### config.mk
export PLATFORM = sky130hd
export DESIGN_NAME = uart_tx_ctrl_flat
export DESIGN_NICKNAME = d
export VERILOG_FILES = /design/src/rtl/uart_tx_ctrl_if.sv /design/src/rtl/uart_tx_ctrl.sv /design/src/flat_wrapper.sv
export SDC_FILE = /design/constraint.sdc
export NUM_CORES = 1
export LEC_CHECK = 0
export ABC_AREA = 1
export CORE_UTILIZATION = 50
export DETAILED_ROUTE_END_ITERATION = 8
export MAX_ROUTING_LAYER = met4
export PLACE_DENSITY = 0.82
export SYNTH_ARGS = -nofsm -noshare
export SYNTH_HDL_FRONTEND = slang
export SYNTH_SLANG_ARGS = --single-unit
### constraint.sdc
create_clock -name CLK -period 1.6 [get_ports CLK]
set_input_delay 0.32 -clock CLK [delete_from_list [all_inputs] [get_ports CLK]]
set_output_delay 0.32 -clock CLK [all_outputs]
set_load 0.005 [all_outputs]
### src/rtl/uart_tx_ctrl_if.sv
// uart_tx_ctrl_if: bundle between the UART TX frame sequencer and its user/mux.
// Ports (master = frame source, slave = sequencer):
//   P_DATA, Data_Valid, PAR_EN, PAR_TYP : request side, driven by the master
//   mux_sel, S_DATA, par_bit, busy      : mux controls and status, driven by the slave
interface uart_tx_ctrl_if #(
    parameter int DATA_WIDTH = 8
);
    logic [DATA_WIDTH-1:0] P_DATA;
    logic                  Data_Valid;
    logic                  PAR_EN;
    logic                  PAR_TYP;
    logic [1:0]            mux_sel;
    logic                  S_DATA;
    logic                  par_bit;
    logic                  busy;

    modport master (
        output P_DATA, Data_Valid, PAR_EN, PAR_TYP,
        input  mux_sel, S_DATA, par_bit, busy
    );

    modport slave (
        input  P_DATA, Data_Valid, PAR_EN, PAR_TYP,
        output mux_sel, S_DATA, par_bit, busy
    );
endinterface

### src/rtl/uart_tx_ctrl.sv
// uart_tx_ctrl: UART TX frame sequencer, one bit per CLK, LSB-first, optional parity.
// Ports:
//   CLK : bit-rate clock
//   RST : asynchronous active-low reset
//   bus : uart_tx_ctrl_if slave (request in, mux_sel/S_DATA/par_bit/busy out)
// mux_sel encoding: 00 line high, 01 start, 11 serial data, 10 parity.
module uart_tx_ctrl #(
    parameter int DATA_WIDTH = 8
) (
    input  logic          CLK,
    input  logic          RST,
    uart_tx_ctrl_if.slave bus
);
    localparam int CW = $clog2(DATA_WIDTH);

    typedef enum logic [2:0] {IDLE, START, DATA, PARITY, STOP} state_t;

    state_t                state_q, state_d;
    logic [DATA_WIDTH-1:0] shift_q, shift_d;
    logic [CW-1:0]         cnt_q, cnt_d;
    logic                  par_en_q, par_en_d;
    logic                  par_bit_q, par_bit_d;
    logic                  busy_q, busy_d;

    always_ff @(posedge CLK or negedge RST) begin
        if (!RST) begin
            state_q   <= IDLE;
            shift_q   <= '0;
            cnt_q     <= '0;
            par_en_q  <= 1'b0;
            par_bit_q <= 1'b0;
            busy_q    <= 1'b0;
        end else begin
            state_q   <= state_d;
            shift_q   <= shift_d;
            cnt_q     <= cnt_d;
            par_en_q  <= par_en_d;
            par_bit_q <= par_bit_d;
            busy_q    <= busy_d;
        end
    end

    // PAR_TYP only matters at acceptance, where it is folded into par_bit,
    // so it needs no register of its own.
    always_comb begin
        state_d   = state_q;
        shift_d   = shift_q;
        cnt_d     = cnt_q;
        par_en_d  = par_en_q;
        par_bit_d = par_bit_q;
        case (state_q)
            IDLE: if (bus.Data_Valid) begin
                shift_d   = bus.P_DATA;
                cnt_d     = '0;
                par_en_d  = bus.PAR_EN;
                par_bit_d = (^bus.P_DATA) ^ bus.PAR_TYP;
                state_d   = START;
            end
            START:  state_d = DATA;
            DATA: begin
                shift_d = shift_q >> 1;
                cnt_d   = cnt_q + 1'b1;
                if (cnt_q == CW'(DATA_WIDTH - 1))
                    state_d = par_en_q ? PARITY : STOP;
            end
            PARITY: state_d = STOP;
            default: state_d = IDLE;
        endcase
        busy_d = (state_d != IDLE);
    end

    assign bus.mux_sel = (state_q == START)  ? 2'b01 :
                         (state_q == DATA)   ? 2'b11 :
                         (state_q == PARITY) ? 2'b10 : 2'b00;
    assign bus.S_DATA  = shift_q[0];
    assign bus.par_bit = par_bit_q;
    assign bus.busy    = busy_q;
endmodule

### src/flat_wrapper.sv
// flat-port wrapper written by rule: the top's interface ports become plain ports
module uart_tx_ctrl_flat 
#(
    parameter int DATA_WIDTH = 8
)
  (CLK, RST, bus_P_DATA, bus_Data_Valid, bus_PAR_EN, bus_PAR_TYP, bus_mux_sel, bus_S_DATA, bus_par_bit, bus_busy);
  uart_tx_ctrl_if #(.DATA_WIDTH(DATA_WIDTH)) bus_i ();
  input  logic CLK;
  input  logic RST;
  input wire logic [$bits(bus_i.P_DATA)-1:0] bus_P_DATA;
  input wire logic [$bits(bus_i.Data_Valid)-1:0] bus_Data_Valid;
  input wire logic [$bits(bus_i.PAR_EN)-1:0] bus_PAR_EN;
  input wire logic [$bits(bus_i.PAR_TYP)-1:0] bus_PAR_TYP;
  output wire logic [$bits(bus_i.mux_sel)-1:0] bus_mux_sel;
  output wire logic [$bits(bus_i.S_DATA)-1:0] bus_S_DATA;
  output wire logic [$bits(bus_i.par_bit)-1:0] bus_par_bit;
  output wire logic [$bits(bus_i.busy)-1:0] bus_busy;
  assign bus_i.P_DATA = bus_P_DATA;
  assign bus_i.Data_Valid = bus_Data_Valid;
  assign bus_i.PAR_EN = bus_PAR_EN;
  assign bus_i.PAR_TYP = bus_PAR_TYP;
  assign bus_mux_sel = bus_i.mux_sel;
  assign bus_S_DATA = bus_i.S_DATA;
  assign bus_par_bit = bus_i.par_bit;
  assign bus_busy = bus_i.busy;
  uart_tx_ctrl #(.DATA_WIDTH(DATA_WIDTH)) u_core (.CLK(CLK), .RST(RST), .bus(bus_i));
endmodule
==> reports/results.tsv, run 1 <==
metric	value	unit
largest area contributor in the netlist	dfrtp_1	
die area	0.002039	mm2
starting density of the core	53.91	%
worst reg2reg path startpoint	u_core.cnt_q[0]	
Worst Hold Class	in2async	
GRT Residual Overflow	0	
clock share of power	10.9	%
R2R setup slack	0.23	ns
net switching power	0.0008716	W
commonest non-fill, non-tap cell in the layout	nand2_1	
Max Cap Violations	0	
vias in the first global route	772	
Avg Inst Size Synth	7.757	um2
Total Power	0.002107	W
Yosys reg bits	17	
clk_skew	0.01248	ns
total CTS buffers	3	
Seq/Total Area, Yosys	45.70	%
GRT Total Usage	22.84	%
Leak	0.6380	nW
DRT iter0 DRCs	36	
Wirelength per Cell	11.72	um
H-tree Lvls	1	
Final Setup Violations	0	
Vert. Die Dim	45.15	um
fin crit share	96.94	%
worst vdd ir	1.145	mV
top area cells in the synthesized netlist	dfrtp_1 (46%), nand2_1 (16%), o21ai_0 (6.5%)	
num rows	15	
residual DRC count	0	
number of buffers added on ports	17	
CP Max Fanout	3	
critical path type	reg2out	
Relative slew margins	82.77	%
worst setup path startpoint	u_core.state_q[2]	
worst slew pin tran	0.2565	ns
initial antenna violation count	0	
Clock transition at path regs	0.10	ns
outcome	finished clean	
Final ANT Viol Nets	0	
crit path launch type	flip-flop	
pin count of the biggest net entering global routing	18	
sw frac	41.37	%
Core Footprint	0.001727	mm2
# IOs	18	
total wire length	2015	um
Gate power share	52.2	%
share of layout cells above drive strength 1	12.24	%
Die X	45.15	um
Flop pwr share	37.0	%
GP Congestion	0.8340	
DRT Pass-1 Iters	4	
YS warnings	0	
Cell variety after synth	18	
Post-Layout Inst Area	0.001199	mm2
internal power	0.001235	W
Area growth syn-to-layout	28.76	%
CTS tree	done	
Final Critical Period	1.551	ns
Syn Std Cell Area	930.9	um2
Sink Count	17	
Mapped Nets	135	
Final Net Count	163	
hold_buf cts	0	
Reg2Reg Depth	8	
final hold violation count	0	
global-route wire length before repair	3215	um
Root Driver	clkbuf_4	
Pwr Density	1758	mW/mm2
Via Count	860	
CTS Buffer Depth	2	
critical path capture point type	output port	
DP HPWL	1448	um
share of the synthesized area in the top cell type	45.70	%
Slew Viols, Final	0	
placed inst area	0.001136	mm2
Gate Count Post-Synth	120	
Worst Path Required	1.28	ns
Max Clk Rate	644.7	MHz
Clock Latency Late Sink	0.29	ns
drt via density	5.000	
most frequent cells in the layout	nand2_1 (39), dfrtp_1 (16), clkdlybuf4s50_1 (15), inv_1 (14), o21ai_0 (12)	
Worst Path Arrival	1.23	ns
Antenna diodes	0	
## critical path, cell delays in order, from the launching register on
cell           delay (ns)
dfrtp_2              0.45
buf_4                0.15
nor2_1               0.09
dlygate4sd2_1        0.24
## logic make-up (layout without fill, tap and decap cells)
logic type               count (synthesis)  count (layout)  synth area share, %
AND/OR/NAND/NOR                         60              60                29.30
AO/OA/AOI/OAI                           21              21                12.10
buffers and inverters                   18              45                8.334
flip-flops                              17              17                45.70
adder cells (fa/ha/maj)                  2               2                2.688
XOR/XNOR                                 2               2                1.882
## synth_stat cells
library cell,count
nor3_1,1
nor2_4,1
dfrtp_1,17
inv_1,16
nand3_4,1
nor2_1,8
nand2_4,2
a21oi_1,2
o21ai_1,5
xor2_1,1
a22o_1,2
buf_6,1
o21ai_0,12
inv_4,1
nand3_1,8
xnor2_1,1
nand2_1,39
ha_1,2
## area by class of cell
cell class                 instances  area (um2)
fill                             162       528.0
multi-input combinational         85       427.9
sequential                        17       426.7
timing repair buffer              24       220.2
inverter                          17       66.31
tap                               25       31.28
clock buffer                       4       26.28
## flip-flops by register name (all words and copies together), names as in the netlist
name / cells
u_core.par_en_q: 1
u_core.state_q: 3
u_core.cnt_q: 3
u_core.bus.busy: 1
u_core.shift_q: 8
u_core.bus.par_bit: 1
## layer usage
| layer | up-vias | part of all wire (%) | GRT usage (%) |
|---|---|---|---|
| li1 | 436 | - | - |
| met1 | 401 | 44 | 26.61 |
| met2 | 17 | 52 | 40.00 |
| met3 | 6 | 2.7 | 3.600 |
| met4 | 0 | 1.5 | 7.273 |
| met5 | - | 0 | - |
## path summary, 6_finish.rpt
check                                    end
setup / recovery              bus_mux_sel[1]
hold / removal             u_core.state_q[1]
setup reg to reg             u_core.bus.busy
hold reg to reg              u_core.cnt_q[0]
max in group asynchronous  u_core.state_q[2]
min in group CLK             u_core.cnt_q[0]
## timing repair
item                                    in CTS  in global routing
pin swaps                                    1                  0
endpoints found under the setup margin       2                  1
buffers inserted                             3                  2
gates resized for setup                      5                  0
## stage by stage
step | util (%) | setup TNS [ns] | hold WS, ns | std cells | setup WS, ns
final | 69.42 | 0 | 0.3413 | 172 | 0.04893
after global routing | 69.42 | -0.01072 | 0.3649 | 172 | -0.01072
after CTS | 68.55 | 0 | 0.3518 | 170 | 0.06897
after detailed placement | 65.80 | 0 | 0.4691 | 163 | 0.06110
after global placement | 65.80 | 0 | 0.4576 | 163 | 0.09810
after floorplan | - | 0 | 0.02441 | 120 | 0.3381
## power groups by stage
| stage | combinational (W) | clock [W] | sequential (W) |
|---|---|---|---|
| detailed placement | 0.00101 | 0 | 0.000787 |
| global placement | 0.000965 | 0 | 0.000769 |
| floorplan | 0.000682 | 0 | 0.000759 |
| global route | 0.00124 | 0.000250 | 0.000799 |
| finish | 0.00110 | 0.000229 | 0.000779 |
| CTS | 0.00106 | 0.000236 | 0.000774 |
Power figures use the tool's default switching activity.
==> run 2, diff against run 1 <==
--- a/config.mk
+++ b/config.mk
@@ -6,10 +6,11 @@
 export NUM_CORES = 1
 export LEC_CHECK = 0
 export ABC_AREA = 1
-export CORE_UTILIZATION = 50
+export CORE_UTILIZATION = 60
 export DETAILED_ROUTE_END_ITERATION = 8
+export DONT_BUFFER_PORTS = 1
 export MAX_ROUTING_LAYER = met4
-export PLACE_DENSITY = 0.82
+export PLACE_DENSITY = 0.81
 export SYNTH_ARGS = -nofsm -noshare
 export SYNTH_HDL_FRONTEND = slang
 export SYNTH_SLANG_ARGS = --single-unit
==> reports/results.tsv, run 2 (same netlist as run 1, synthesis figures left out) <==
metric	value	unit
outcome	finished clean	
GRT Residual Overflow	0	
GRT Total Usage	23.17	%
Leak	0.5380	nW
starting density of the core	68.13	%
Final Net Count	140	
worst slew pin tran	0.7393	ns
num rows	13	
number of buffers added on ports	0	
most frequent cells in the layout	nand2_1 (39), dfrtp_1 (17), inv_1 (16), o21ai_0 (12)	
global-route wire length before repair	2470	um
worst setup path startpoint	u_core.state_q[0]	
commonest non-fill, non-tap cell in the layout	nand2_1	
Reg area	425.4	um2
DRT iter0 DRCs	23	
worst r2r dst	u_core.bus.busy	
Final Util	71.98	%
clock share of power	11.9	%
worst vdd ir	1.277	mV
Vert. Die Dim	41.39	um
Clock transition at path regs	0.09	ns
GP Congestion	0.7623	
Area growth syn-to-layout	5.645	%
pin count of the biggest net entering global routing	19	
drt via density	5.561	
Antenna diodes	0	
Setup WS pre-CTS	0.2687	ns
Final Setup Violations	0	
# IOs	18	
residual DRC count	0	
Clock Latency Late Sink	0.28	ns
Final ANT Viol Nets	0	
initial antenna violation count	0	
DRT Pass-1 Iters	4	
Wirelength per Cell	11.49	um
min-delay src	bus_PAR_EN	
net switching power	0.0007971	W
Multi-input gate area	436.7	um2
crit path launch type	flip-flop	
H-tree Lvls	1	
Root Driver	clkbuf_4	
final hold violation count	0	
Core Footprint	0.001366	mm2
Max Cap Violations	0	
# Post-CTS Setup Buffers	0	
total CTS buffers	3	
Hold EP	u_core.par_en_q	
Worst Path Required	1.28	ns
Slew Viols, Final	0	
Gate power share	45.1	%
Pwr Density	1865	mW/mm2
fin crit share	92.56	%
setup ws final	0.1191	ns
hold depth	2	
Filler Cells Inserted	112	
Worst Path Arrival	1.16	ns
internal power	0.001037	W
die area	0.001713	mm2
Die X	41.39	um
Largest regs	u_core.shift_q: 8 flops, u_core.cnt_q: 3 flops, u_core.state_q: 3 flops	
critical path capture point type	output port	
clk_skew	0.003490	ns
Via Count	773	
Flop pwr share	43.0	%
RSZ-0062 raised after global routing	false	
max FFs per register	8	
Setup Total Neg Slack	0	ns
worst reg2reg path startpoint	u_core.cnt_q[0]	
Max Clk Rate	675.2	MHz
Final Critical Period	1.481	ns
Worst Hold Class	in2reg	
CP Max Fanout	18	
register with the most flip-flops	u_core.shift_q	
CTS Buffer Depth	2	
total wire length	1597	um
R2R setup slack	0.26	ns
CTS tree	done	
Sink Count	17	
Relative slew margins	50.55	%
sw frac	43.47	%
vias in the first global route	624	
Reg2Reg Depth	8	
share of layout cells above drive strength 1	6.452	%
DP HPWL	1246	um
critical path type	reg2out	
run 2: repair_timing:
item / 4_1_cts / 5_1_grt
hold buffers: 1 / 0
resized for setup: 0 / 1
endpoints found under the setup margin: 0 / 1
endpoints found under the hold margin: 17 / 0
run 2: critical path: stages, from the launching register on:
cell,delay (ns)
dfrtp_1,0.43
nor2_4,0.21
nand2_8,0.12
nand2_1,0.11
run 2: layout make-up:
| cell class | count | area share [%] |
|---|---|---|
| inverters | 17 | 6.743 |
| multi-input cells | 85 | 44.40 |
| well taps | 15 | 1.908 |
| clock buffers | 4 | 2.672 |
| repair buffers | 1 | 1.018 |
| flip-flops and latches | 17 | 43.26 |
run 2: worst max path at each step:
| stage | to |
|---|---|
| floorplan | u_core.bus.busy |
| global placement | u_core.bus.busy |
| detailed placement | u_core.bus.busy |
| CTS | bus_mux_sel[0] |
| global route | bus_mux_sel[0] |
| finish | bus_mux_sel[0] |
run 2: per-stage QoR:
stage	hold slack, ns	instances	area [um2]	power [W]
floorplan	0.02441	120	930.9	0.001441
global placement	0.02472	134	938.4	0.001540
detailed placement	0.02475	134	938.4	0.001581
CTS	0.1449	139	974.7	0.001812
global route	0.1597	139	983.4	0.002019
finish	0.1499	139	983.4	0.001834
run 2: routing by layer:
layer / share of wire, % / wire, um / vias to the layer above / track usage (%)
met1: 46 / 733 / 352 / 31.62
li1: - / - / 390 / -
met2: 46 / 731 / 29 / 33.20
met5: 0 / 0 / - / -
met4: 0.44 / 7 / 0 / 4.839
met3: 7.8 / 125 / 2 / 8.511
run 2: power groups by stage:
stage | sequential (W) | combinational, W | clock, W
after floorplan | 0.000759 | 0.000682 | 0
after global placement | 0.000782 | 0.000759 | 0
after detailed placement | 0.000790 | 0.000790 | 0
after CTS | 0.000783 | 0.000802 | 0.000227
after global routing | 0.000817 | 0.000957 | 0.000245
final | 0.000789 | 0.000826 | 0.000219
==> run 3, diff against run 2 <==
--- a/config.mk
+++ b/config.mk
@@ -14,3 +14,4 @@
 export SYNTH_ARGS = -nofsm -noshare
 export SYNTH_HDL_FRONTEND = slang
 export SYNTH_SLANG_ARGS = --single-unit
+export TNS_END_PERCENT = 1
==> results of run 3 <==
The final DEF is identical to that of run 2; final timing and power are the same.
